## config.mk

```make
export PLATFORM = sky130hd
export DESIGN_NAME = div_ctrl_flat
export DESIGN_NICKNAME = d
export VERILOG_FILES = /design/src/rtl/div_ctrl_pkg.sv /design/src/rtl/div_ctrl_if.sv /design/src/rtl/div_ctrl.sv /design/src/flat_wrapper.sv
export SDC_FILE = /design/constraint.sdc
export NUM_CORES = 1
export LEC_CHECK = 0
export ABC_AREA = 1
export BUFFER_PORTS_ARGS = -buffer_cell sky130_fd_sc_hd__buf_2
export CAP_MARGIN = 20
export CORE_ASPECT_RATIO = 1.1
export CORE_UTILIZATION = 30
export CTS_CLUSTER_DIAMETER = 200
export CTS_CLUSTER_SIZE = 10
export DETAILED_ROUTE_END_ITERATION = 16
export PLACE_DENSITY = 0.45
export SKIP_LAST_GASP = 1
export SYNTH_ARGS = -nofsm -noshare
export SYNTH_HDL_FRONTEND = slang
export SYNTH_SLANG_ARGS = --single-unit
export TNS_END_PERCENT = 1
```

## constraint.sdc

```tcl
create_clock -name clk -period 2.1 [get_ports clk]
set_input_delay 0.105 -clock clk [delete_from_list [all_inputs] [get_ports clk]]
set_output_delay 0.105 -clock clk [all_outputs]
set_load 0.02 [all_outputs]
```

## src/rtl/div_ctrl_pkg.sv

```systemverilog
// Shared definitions for the multi-cycle divide sequencer: state codes,
// handshake level names and the default operand width.
package div_ctrl_pkg;

  localparam int DEF_WIDTH = 32;

  // Sequencer states; codes are fixed so they match the rest of the pipeline.
  typedef enum logic [1:0] {
    DivFree   = 2'b00,
    DivByZero = 2'b01,
    DivOn     = 2'b10,
    DivEnd    = 2'b11
  } div_state_e;

  localparam logic DivResultReady    = 1'b1;
  localparam logic DivResultNotReady = 1'b0;
  localparam logic DivStart          = 1'b1;
  localparam logic DivStop           = 1'b0;

endpackage

```

## src/rtl/div_ctrl_if.sv

```systemverilog
// Handshake bundle between the EX stage (master) and the divide sequencer
// (slave). The result is a double-width word {remainder, quotient}.
interface div_ctrl_if #(
  parameter int WIDTH = 32
);
  logic                   signed_div_i;
  logic [WIDTH-1:0]       opdata1_i;
  logic [WIDTH-1:0]       opdata2_i;
  logic                   start_i;
  logic                   annul_i;
  logic [2*WIDTH-1:0]     result_o;
  logic                   ready_o;
  logic                   busy_o;

  modport master (
    output signed_div_i, opdata1_i, opdata2_i, start_i, annul_i,
    input  result_o, ready_o, busy_o
  );

  modport slave (
    input  signed_div_i, opdata1_i, opdata2_i, start_i, annul_i,
    output result_o, ready_o, busy_o
  );
endinterface

```

## src/rtl/div_ctrl.sv

```systemverilog
// Multi-cycle DIV/DIVU sequencer. Restoring shift-subtract on operand
// magnitudes, one quotient bit per cycle, sign fix-up on the final cycle.
// A zero divisor skips the iterations but still finishes through the same
// final cycle, so a divide by zero reports two edges after the start.
module div_ctrl
  import div_ctrl_pkg::*;
#(
  parameter int WIDTH = DEF_WIDTH
) (
  input  logic       clk,
  input  logic       rst,
  div_ctrl_if.slave  bus
);

  localparam int                CNT_W    = $clog2(WIDTH) + 1;
  localparam logic [CNT_W-1:0]  CNT_LAST = CNT_W'(WIDTH);

  div_state_e           state_q, state_d;
  logic [CNT_W-1:0]     cnt_q, cnt_d;
  logic [WIDTH-1:0]     rem_q, rem_d;     // partial remainder
  logic [WIDTH-1:0]     quot_q, quot_d;   // dividend shifting out, quotient shifting in
  logic [WIDTH-1:0]     dvs_q, dvs_d;     // divisor magnitude
  logic                 neg1_q, neg1_d;   // dividend was negative (signed mode only)
  logic                 neg2_q, neg2_d;   // divisor was negative (signed mode only)
  logic [2*WIDTH-1:0]   result_q, result_d;
  logic                 ready_q, ready_d;

  logic [WIDTH:0]       partial;
  logic [WIDTH:0]       diff;
  logic                 ge;

  function automatic logic [WIDTH-1:0] negate(input logic [WIDTH-1:0] v);
    return (~v) + WIDTH'(1);
  endfunction

  // State and datapath registers; reset clears everything immediately.
  always_ff @(posedge clk or negedge rst) begin
    if (!rst) begin
      state_q  <= DivFree;
      cnt_q    <= '0;
      rem_q    <= '0;
      quot_q   <= '0;
      dvs_q    <= '0;
      neg1_q   <= 1'b0;
      neg2_q   <= 1'b0;
      result_q <= '0;
      ready_q  <= DivResultNotReady;
    end else begin
      state_q  <= state_d;
      cnt_q    <= cnt_d;
      rem_q    <= rem_d;
      quot_q   <= quot_d;
      dvs_q    <= dvs_d;
      neg1_q   <= neg1_d;
      neg2_q   <= neg2_d;
      result_q <= result_d;
      ready_q  <= ready_d;
    end
  end

  // Next-state, one restoring step, and the result presentation.
  always_comb begin
    state_d  = state_q;
    cnt_d    = cnt_q;
    rem_d    = rem_q;
    quot_d   = quot_q;
    dvs_d    = dvs_q;
    neg1_d   = neg1_q;
    neg2_d   = neg2_q;
    result_d = result_q;
    ready_d  = ready_q;

    // Bring down the next dividend bit and trial-subtract the divisor.
    partial = {rem_q, quot_q[WIDTH-1]};
    diff    = partial - {1'b0, dvs_q};
    ge      = (partial >= {1'b0, dvs_q});

    case (state_q)
      DivFree: begin
        ready_d  = DivResultNotReady;
        result_d = '0;
        if (bus.start_i == DivStart && !bus.annul_i) begin
          if (bus.opdata2_i == '0) begin
            state_d = DivByZero;
          end else begin
            // Signs only matter for DIV; DIVU treats both operands as magnitudes.
            neg1_d  = bus.signed_div_i & bus.opdata1_i[WIDTH-1];
            neg2_d  = bus.signed_div_i & bus.opdata2_i[WIDTH-1];
            quot_d  = neg1_d ? negate(bus.opdata1_i) : bus.opdata1_i;
            dvs_d   = neg2_d ? negate(bus.opdata2_i) : bus.opdata2_i;
            rem_d   = '0;
            cnt_d   = '0;
            state_d = DivOn;
          end
        end
      end

      DivByZero: begin
        if (bus.annul_i) begin
          state_d = DivFree;
        end else begin
          // Zero magnitudes with the counter parked at the end: the next
          // DivOn cycle finalises a result of all zeros.
          rem_d   = '0;
          quot_d  = '0;
          neg1_d  = 1'b0;
          neg2_d  = 1'b0;
          cnt_d   = CNT_LAST;
          state_d = DivOn;
        end
      end

      DivOn: begin
        if (bus.annul_i) begin
          state_d  = DivFree;
          ready_d  = DivResultNotReady;
          result_d = '0;
        end else if (cnt_q < CNT_LAST) begin
          rem_d  = ge ? diff[WIDTH-1:0] : partial[WIDTH-1:0];
          quot_d = {quot_q[WIDTH-2:0], ge};
          cnt_d  = cnt_q + CNT_W'(1);
        end else begin
          // Quotient truncates toward zero; remainder follows the dividend.
          result_d = {(neg1_q ? negate(rem_q) : rem_q),
                      ((neg1_q ^ neg2_q) ? negate(quot_q) : quot_q)};
          ready_d  = DivResultReady;
          state_d  = DivEnd;
        end
      end

      DivEnd: begin
        // Flush is signalled by EX dropping start, so annul is not looked at.
        if (bus.start_i == DivStop) begin
          state_d  = DivFree;
          ready_d  = DivResultNotReady;
          result_d = '0;
        end
      end

      default: state_d = DivFree;
    endcase
  end

  assign bus.result_o = result_q;
  assign bus.ready_o  = ready_q;
  assign bus.busy_o   = (state_q != DivFree);

endmodule

```

## src/flat_wrapper.sv

```systemverilog
// flat-port wrapper written by rule: the top's interface ports become plain ports
module div_ctrl_flat import div_ctrl_pkg::*;
#(
  parameter int WIDTH = DEF_WIDTH
)
  (clk, rst, bus_signed_div_i, bus_opdata1_i, bus_opdata2_i, bus_start_i, bus_annul_i, bus_result_o, bus_ready_o, bus_busy_o);
  div_ctrl_if #(.WIDTH(WIDTH)) bus_i ();
  input  logic clk;
  input  logic rst;
  input wire logic [$bits(bus_i.signed_div_i)-1:0] bus_signed_div_i;
  input wire logic [$bits(bus_i.opdata1_i)-1:0] bus_opdata1_i;
  input wire logic [$bits(bus_i.opdata2_i)-1:0] bus_opdata2_i;
  input wire logic [$bits(bus_i.start_i)-1:0] bus_start_i;
  input wire logic [$bits(bus_i.annul_i)-1:0] bus_annul_i;
  output wire logic [$bits(bus_i.result_o)-1:0] bus_result_o;
  output wire logic [$bits(bus_i.ready_o)-1:0] bus_ready_o;
  output wire logic [$bits(bus_i.busy_o)-1:0] bus_busy_o;
  assign bus_i.signed_div_i = bus_signed_div_i;
  assign bus_i.opdata1_i = bus_opdata1_i;
  assign bus_i.opdata2_i = bus_opdata2_i;
  assign bus_i.start_i = bus_start_i;
  assign bus_i.annul_i = bus_annul_i;
  assign bus_result_o = bus_i.result_o;
  assign bus_ready_o = bus_i.ready_o;
  assign bus_busy_o = bus_i.busy_o;
  div_ctrl #(.WIDTH(WIDTH)) u_core (.clk(clk), .rst(rst), .bus(bus_i));
endmodule
```

* Word level (Yosys, flattened, before mapping)
Index checks and enable logic that the tools add are counted.
Operators by class: add/sub/neg operators 6, mux-type cells 44, magnitude comparators 2, eq/ne operators 10, bitwise gates (word level) 8, reductions and logical operators 13
Operator list (number):
- 32-bit 2-to-1 mux | 14
- 64-bit 2-to-1 mux | 3
- 32-bit case mux with 3 select lines | 2
- 64-bit case mux with 3 select lines | 1
- 32-bit by 1-bit adder with 32-bit output (second input constant) | 4
- 32-bit NOT | 4
- 33-bit by 32-bit >= comparator with 1-bit output | 1
- 32-bit logical NOT | 1
- 32-bit subtractor | 1
- 6-bit 2-to-1 mux | 5
- 6-bit case mux with 3 select lines | 1
- 2-bit 2-to-1 mux | 6
- 3-bit AND reduction | 3
- 1-bit 2-to-1 mux | 8
- 2-bit inequality test (second input constant) | 4
- 2-bit case mux with 4 select lines | 1
- 6-bit by 1-bit adder with 6-bit output (second input constant) | 1
- 6-bit < comparator (second input constant) | 1
- 6-bit AND reduction | 1
- 3-bit nonzero test | 2
- 2-bit == test (second input constant) | 2
- 2-bit by 1-bit inequality test with 1-bit output (second input constant) | 2
- 1-bit case mux with 2 select lines | 2
- 4-bit AND reduction | 1
- 10 further kinds | 12
Word-level totals: input bits 69, output and inout port bits 66, logic and storage cells 92, bits in registers 171

* Depth between registers and ports, before layout
depth in word-level cells 6, depth in mapped cells 16, mapped depth without buffers 16

* Least setup slack after synthesis
No wires, ideal clock.
path type register to register, from register u_core.quot_q[31], to register u_core.rem_q[16], cell stages (with the launch flop) 15, data arrival time 1792 ps, setup slack 177 ps, clock period less this slack 1923 ps, library setup time 130 ps, buffers on the path 0, required time 1970 ps, cells stage by stage dfrtp_1 inv_1 ha_1 inv_1 fa_1 nand3_1 nand3_1 nand2_1 nand2_1 nand3_1 nand3b_1 nand2_1 nand2_1 nand3_1 o21ai_1
On the way: longest elaborated chain between the ends 5, elaborated cells on any way between the ends 6, classes of those cells add/sub: 1; order compare: 1; mux: 4
RTL lines:
- from (decl) | RTL line div_ctrl.sv:21 | logic [WIDTH-1:0] quot_q, quot_d;
- from (signal assigned) | RTL line div_ctrl.sv:52 | quot_q <= quot_d;
- 32-bit subtractor or 33-bit by 32-bit >= comparator with 1-bit output (tied branches) | RTL line div_ctrl.sv:75, div_ctrl.sv:76
- 32-bit 2-to-1 mux * | RTL line div_ctrl.sv:119 | rem_d = ge ? diff[WIDTH-1:0] : partial[WIDTH-1:0];
- 32-bit 2-to-1 mux * | RTL line div_ctrl.sv:118 | end else if (cnt_q < CNT_LAST) begin
- 32-bit 2-to-1 mux * | RTL line div_ctrl.sv:114 | if (bus.annul_i) begin
- 32-bit case mux with 3 select lines * | RTL line div_ctrl.sv:78 | case (state_q)
- to (signal assigned) | RTL line div_ctrl.sv:51 | rem_q <= rem_d;
- to (decl) | RTL line div_ctrl.sv:20 | logic [WIDTH-1:0] rem_q, rem_d;
Mark *: on every way between the ends. The rest lies on a longest branch, timed or not. The select of a mux whose other input is x is not followed. A chain may end at the register's enable or synchronous reset.

* Worst setup path after layout
from register u_core.rem_q[7], to register u_core.rem_q[8]
On the way: longest elaborated chain between the ends 5, elaborated cells on any way between the ends 6, classes of those cells add/sub: 1; order compare: 1; mux: 4
RTL lines (RTL line):
- 32-bit subtractor or 33-bit by 32-bit >= comparator with 1-bit output (tied branches) | div_ctrl.sv:75, div_ctrl.sv:76
- 32-bit 2-to-1 mux * | div_ctrl.sv:119
- 32-bit 2-to-1 mux * | div_ctrl.sv:118
- 32-bit 2-to-1 mux * | div_ctrl.sv:114
- 32-bit case mux with 3 select lines * | div_ctrl.sv:78
Marks and branches as above.

==> flow_summary_export.csv <==
group,metric,value,unit
run_status,status,"complete, but fails checks",
run_status,violations,"negative setup slack",
route,drcViolationCount,0,
global_route,grt_usage,21.6,%
sta,min_period_over_period,102,%
setup_path,end_kind,"flip-flop",
synth,yosysWarnings,0,
setup_path,crit_chain,"ha_4 > buf_6 > nand2_4 > nor2_4 > nand3_2 > nand3_4 > nand2_4 > nand2_4 > nand2_4 > buf_6 > nand2_8 > clkbuf_16 > nand2_1 > nand3_1 > o21ai_1",
global_route,grt_max_degree,62,
global_route,grt_pass1_vias,13800,
worst_hold_path,min_from,"bus_opdata2_i[6]",
cells_and_area,drive_gt1_share,23.9,%
sta,rsz0062_at_grt,"true",
clocking,clock_path_buffers,2,
setup_path,arrival,2.49,ns
cells_and_area,num_antenna_cells,0,
job,drv_cap,0,
route,ant_nets,0,
cells_and_area,regArea,4300,um^2
synth,synth_common_cells,"nand2_1, inv_1, nand3_1, dfrtp_1, nor2_1",
setup_path,path_max_fanout,6,
setup_path,slowest_delay,0.46,ns
clocking,clk_pin_slew,0.07,ns
clocking,cts-htree-levels,4,
synth,yosysMostFrequentCell,"nand2_1",
clocking,cts_tree,"yes",
power_and_ir_drop,p_per_area,1620,nW/um^2
synth,syn-cell-area,13200,um^2
synth,synthesis.nets,2192,
route,post_drt_wl_per_cell,16.3,um
synth,syn_avg_cell_area,6.36,um^2
sta,hold_slack,0.0147,ns
worst_hold_path,whs_path_depth,3,
route,detail_route.vias_per_cell,4.76,
synth,synth-seq-cells,171,
global_route,grt_first_pass_wirelength,75.0,mm
placement,post-place-cells,2896,
sta,skew,0.0161,ns
power_and_ir_drop,total_power,28.6,mW
global_route,grt_overflow,0,
synth,async_flop_share,100,%
die,die_w,202,um
synth,synth.top_cell.area_share,32.3,%
synth,synth_cell_types,55,
die,boundaryPins,135,
clocking,root_buffer,"clkbuf_16",
power_and_ir_drop,leakage,9.16,nW
clocking,clk_latency,0.46,ns
route,drt_first_iter_violations,744,
setup_path,required,2.44,ns
sta,period_needed,2.15,ns
placement,place_congestion,0.919,
sta,setup_viol,28,
synth,synth_edf_count,0,
power_and_ir_drop,peakVddDrop,0.672,mV
cells_and_area,multiInputGateArea,8210,um^2
sta,slew_violations,0,
sta,hold_viol_final,0,
global_route,antenna_found_initial,1,
setup_path,timing.rr.start,"u_core.rem_q[7]",
worst_hold_path,hold_end,"u_core.dvs_q[6]",
synth,ys.flop_type,"dfrtp_1",
sta,worst_slack,-0.0500,ns
setup_path,path_class,"flip-flop to flip-flop",
cells_and_area,num-fill-cells,4718,
route,wirelength,48.7,mm
setup_path,crit_path_start_kind,"flip-flop",
route,firstDrtPassIters,5,
route,num_vias,14200,
clocking,cts_sinks,171,
die,rows,80,
die,core_area,43400,um^2
die,die-area,44900,um^2
synth,synthCells,2081,
synth,yosys-top-cells-area,"dfrtp_1, nand2_1, inv_1",
synth,synth_largest_area_cell,"dfrtp_1",
synth,seq_area_frac_synth,32.3,%
sta,slew_headroom,60.4,%
setup_path,rr_endpoint,"u_core.rem_q[8]",
placement,portBuffers,134,
cells_and_area,area_growth_syn_to_layout,33.7,%
setup_path,critical_path_buf_inv_count,3,
cells_and_area,nNetsFinal,2502,
cells_and_area,finalNonFillerCells,2978,
clocking,cts_made_buffers,17,
placement,place_hpwl,38.2,mm
sta,worst_pin_slew,0.594,ns
worst_hold_path,min_path_type,"primary input to flip-flop",
sta,fmax,465,MHz
die,die_height,222,um
die,start_util,30.5,%
setup_path,critPathTopFamily,"simple AND/OR/NAND/NOR gates",
setup_path,reg2reg_slack,-0.05,ns
setup_path,rr_worst_depth,15,
setup_path,crit_slowest_cell,"dfrtp_2",
setup_path,cpMostUsedCell,"nand2_4",
==> area by class of cell <==
| cell class | count | area share [%] |
|---|---|---|
| inverter | 301 | 6.41 |
| tap | 574 | 4.06 |
| clock buffer | 20 | 2.64 |
| sequential | 171 | 24.3 |
| timing repair buffer | 350 | 15.6 |
| multi-input combinational | 1550 | 46.4 |
| clock inverter | 12 | 0.636 |
==> cells by family after synthesis <==
group           count (synthesis)  synth area share [%]
compound gates                308                  12.7
fa+ha+maj                      42                  4.03
simple gates                 1159                  37.0
flops                         171                  32.3
xor+xnor                       41                  2.86
buf+inv                       360                  11.1
==> worst max path at each step <==
stage / start / end / slack, ns / cells past startpoint
6_report: u_core.rem_q[7] / u_core.rem_q[8] / -0.05 / 15
5_1_grt: u_core.rem_q[19] / u_core.rem_q[19] / -0.14 / 15
4_1_cts: u_core.rem_q[5] / u_core.rem_q[24] / -0.07 / 17
3_5_place_dp: u_core.quot_q[31] / u_core.rem_q[24] / -0.17 / 15
3_3_place_gp: u_core.rem_q[8] / u_core.rem_q[27] / -0.17 / 13
2_1_floorplan: u_core.quot_q[31] / u_core.rem_q[16] / 0.18 / 14
==> repair_timing <==
item                                    4_1_cts  5_1_grt
cloned                                        3        7
resized for setup                            88      117
endpoints found under the hold margin        69        0
pin swaps                                    11       38
hold buffers                                 18        0
endpoints found under the setup margin       38      115
buffers inserted                              9       13
==> tightest hold or removal path, delay by kind of cell <==
| family | cells | cell delay (ns) |
|---|---|---|
| xor+xnor | 1 | 0.07 |
| buf+inv | 1 | 0.11 |
| compound gates | 1 | 0.14 |
==> report_power, final <==
| part | internal (mW) | switching, mW | leakage, nW |
|---|---|---|---|
| clock network | 1.74 | 1.49 | 0.284 |
| logic | 8.10 | 11.8 | 6.64 |
| registers | 4.53 | 0.960 | 2.23 |
==> cell usage in the layout, fill, tap and decap left out, types with 12 or more instances in the layout <==
cell type,Yosys,routed
inv_1,291,259
dfrtp_1,171,156
buf_2,32,133
nand3_1,211,201
nor2_2,12,21
nor2_1,171,153
xnor2_1,18,17
o21ai_1,29,27
dfrtp_2,0,15
buf_12,0,17
ha_4,0,28
o21ai_0,160,159
clkbuf_16,0,23
xor2_1,22,22
nand2_1,684,636
dlygate4sd3_1,0,18
a21oi_1,70,64
nand3b_1,12,12
inv_2,7,38
nand4_1,21,21
nand2_2,5,45
nor3_1,19,19
nand3_2,4,13
buf_4,5,164
==> flip-flops by register name, indices dropped and copies added (netlist names) <==
register,cells
u_core.bus.ready_o,1
u_core.bus.result_o,64
u_core.cnt_q,6
u_core.dvs_q,32
u_core.neg1_q,1
u_core.neg2_q,1
u_core.quot_q,32
u_core.rem_q,32
u_core.state_q,2
==> layer usage <==
layer  GRT usage, %  part of all wire [%]  vias to the layer above
met2           41.1                    54                      233
met4           7.03                   2.8                        0
met3           2.64                   2.6                       55
li1               -                     -                     7262
met5              0                     0                        -
met1           24.6                    41                     6622
==> stage by stage <==
| step | util, % | area [um^2] | worst slack (ns) | TNS (ns) |
|---|---|---|---|---|
| after floorplan | - | 13200 | 0.177 | 0 |
| after global routing | 40.7 | 17700 | -0.142 | -6.09 |
| final | 40.7 | 17700 | -0.0500 | -0.530 |
| after detailed placement | 36.2 | 15700 | -0.171 | -3.03 |
| after global placement | 36.2 | 15700 | -0.171 | -2.86 |
| after CTS | 39.3 | 17100 | -0.0686 | -1.48 |
Note: power is estimated with default switching activity, not from simulation.
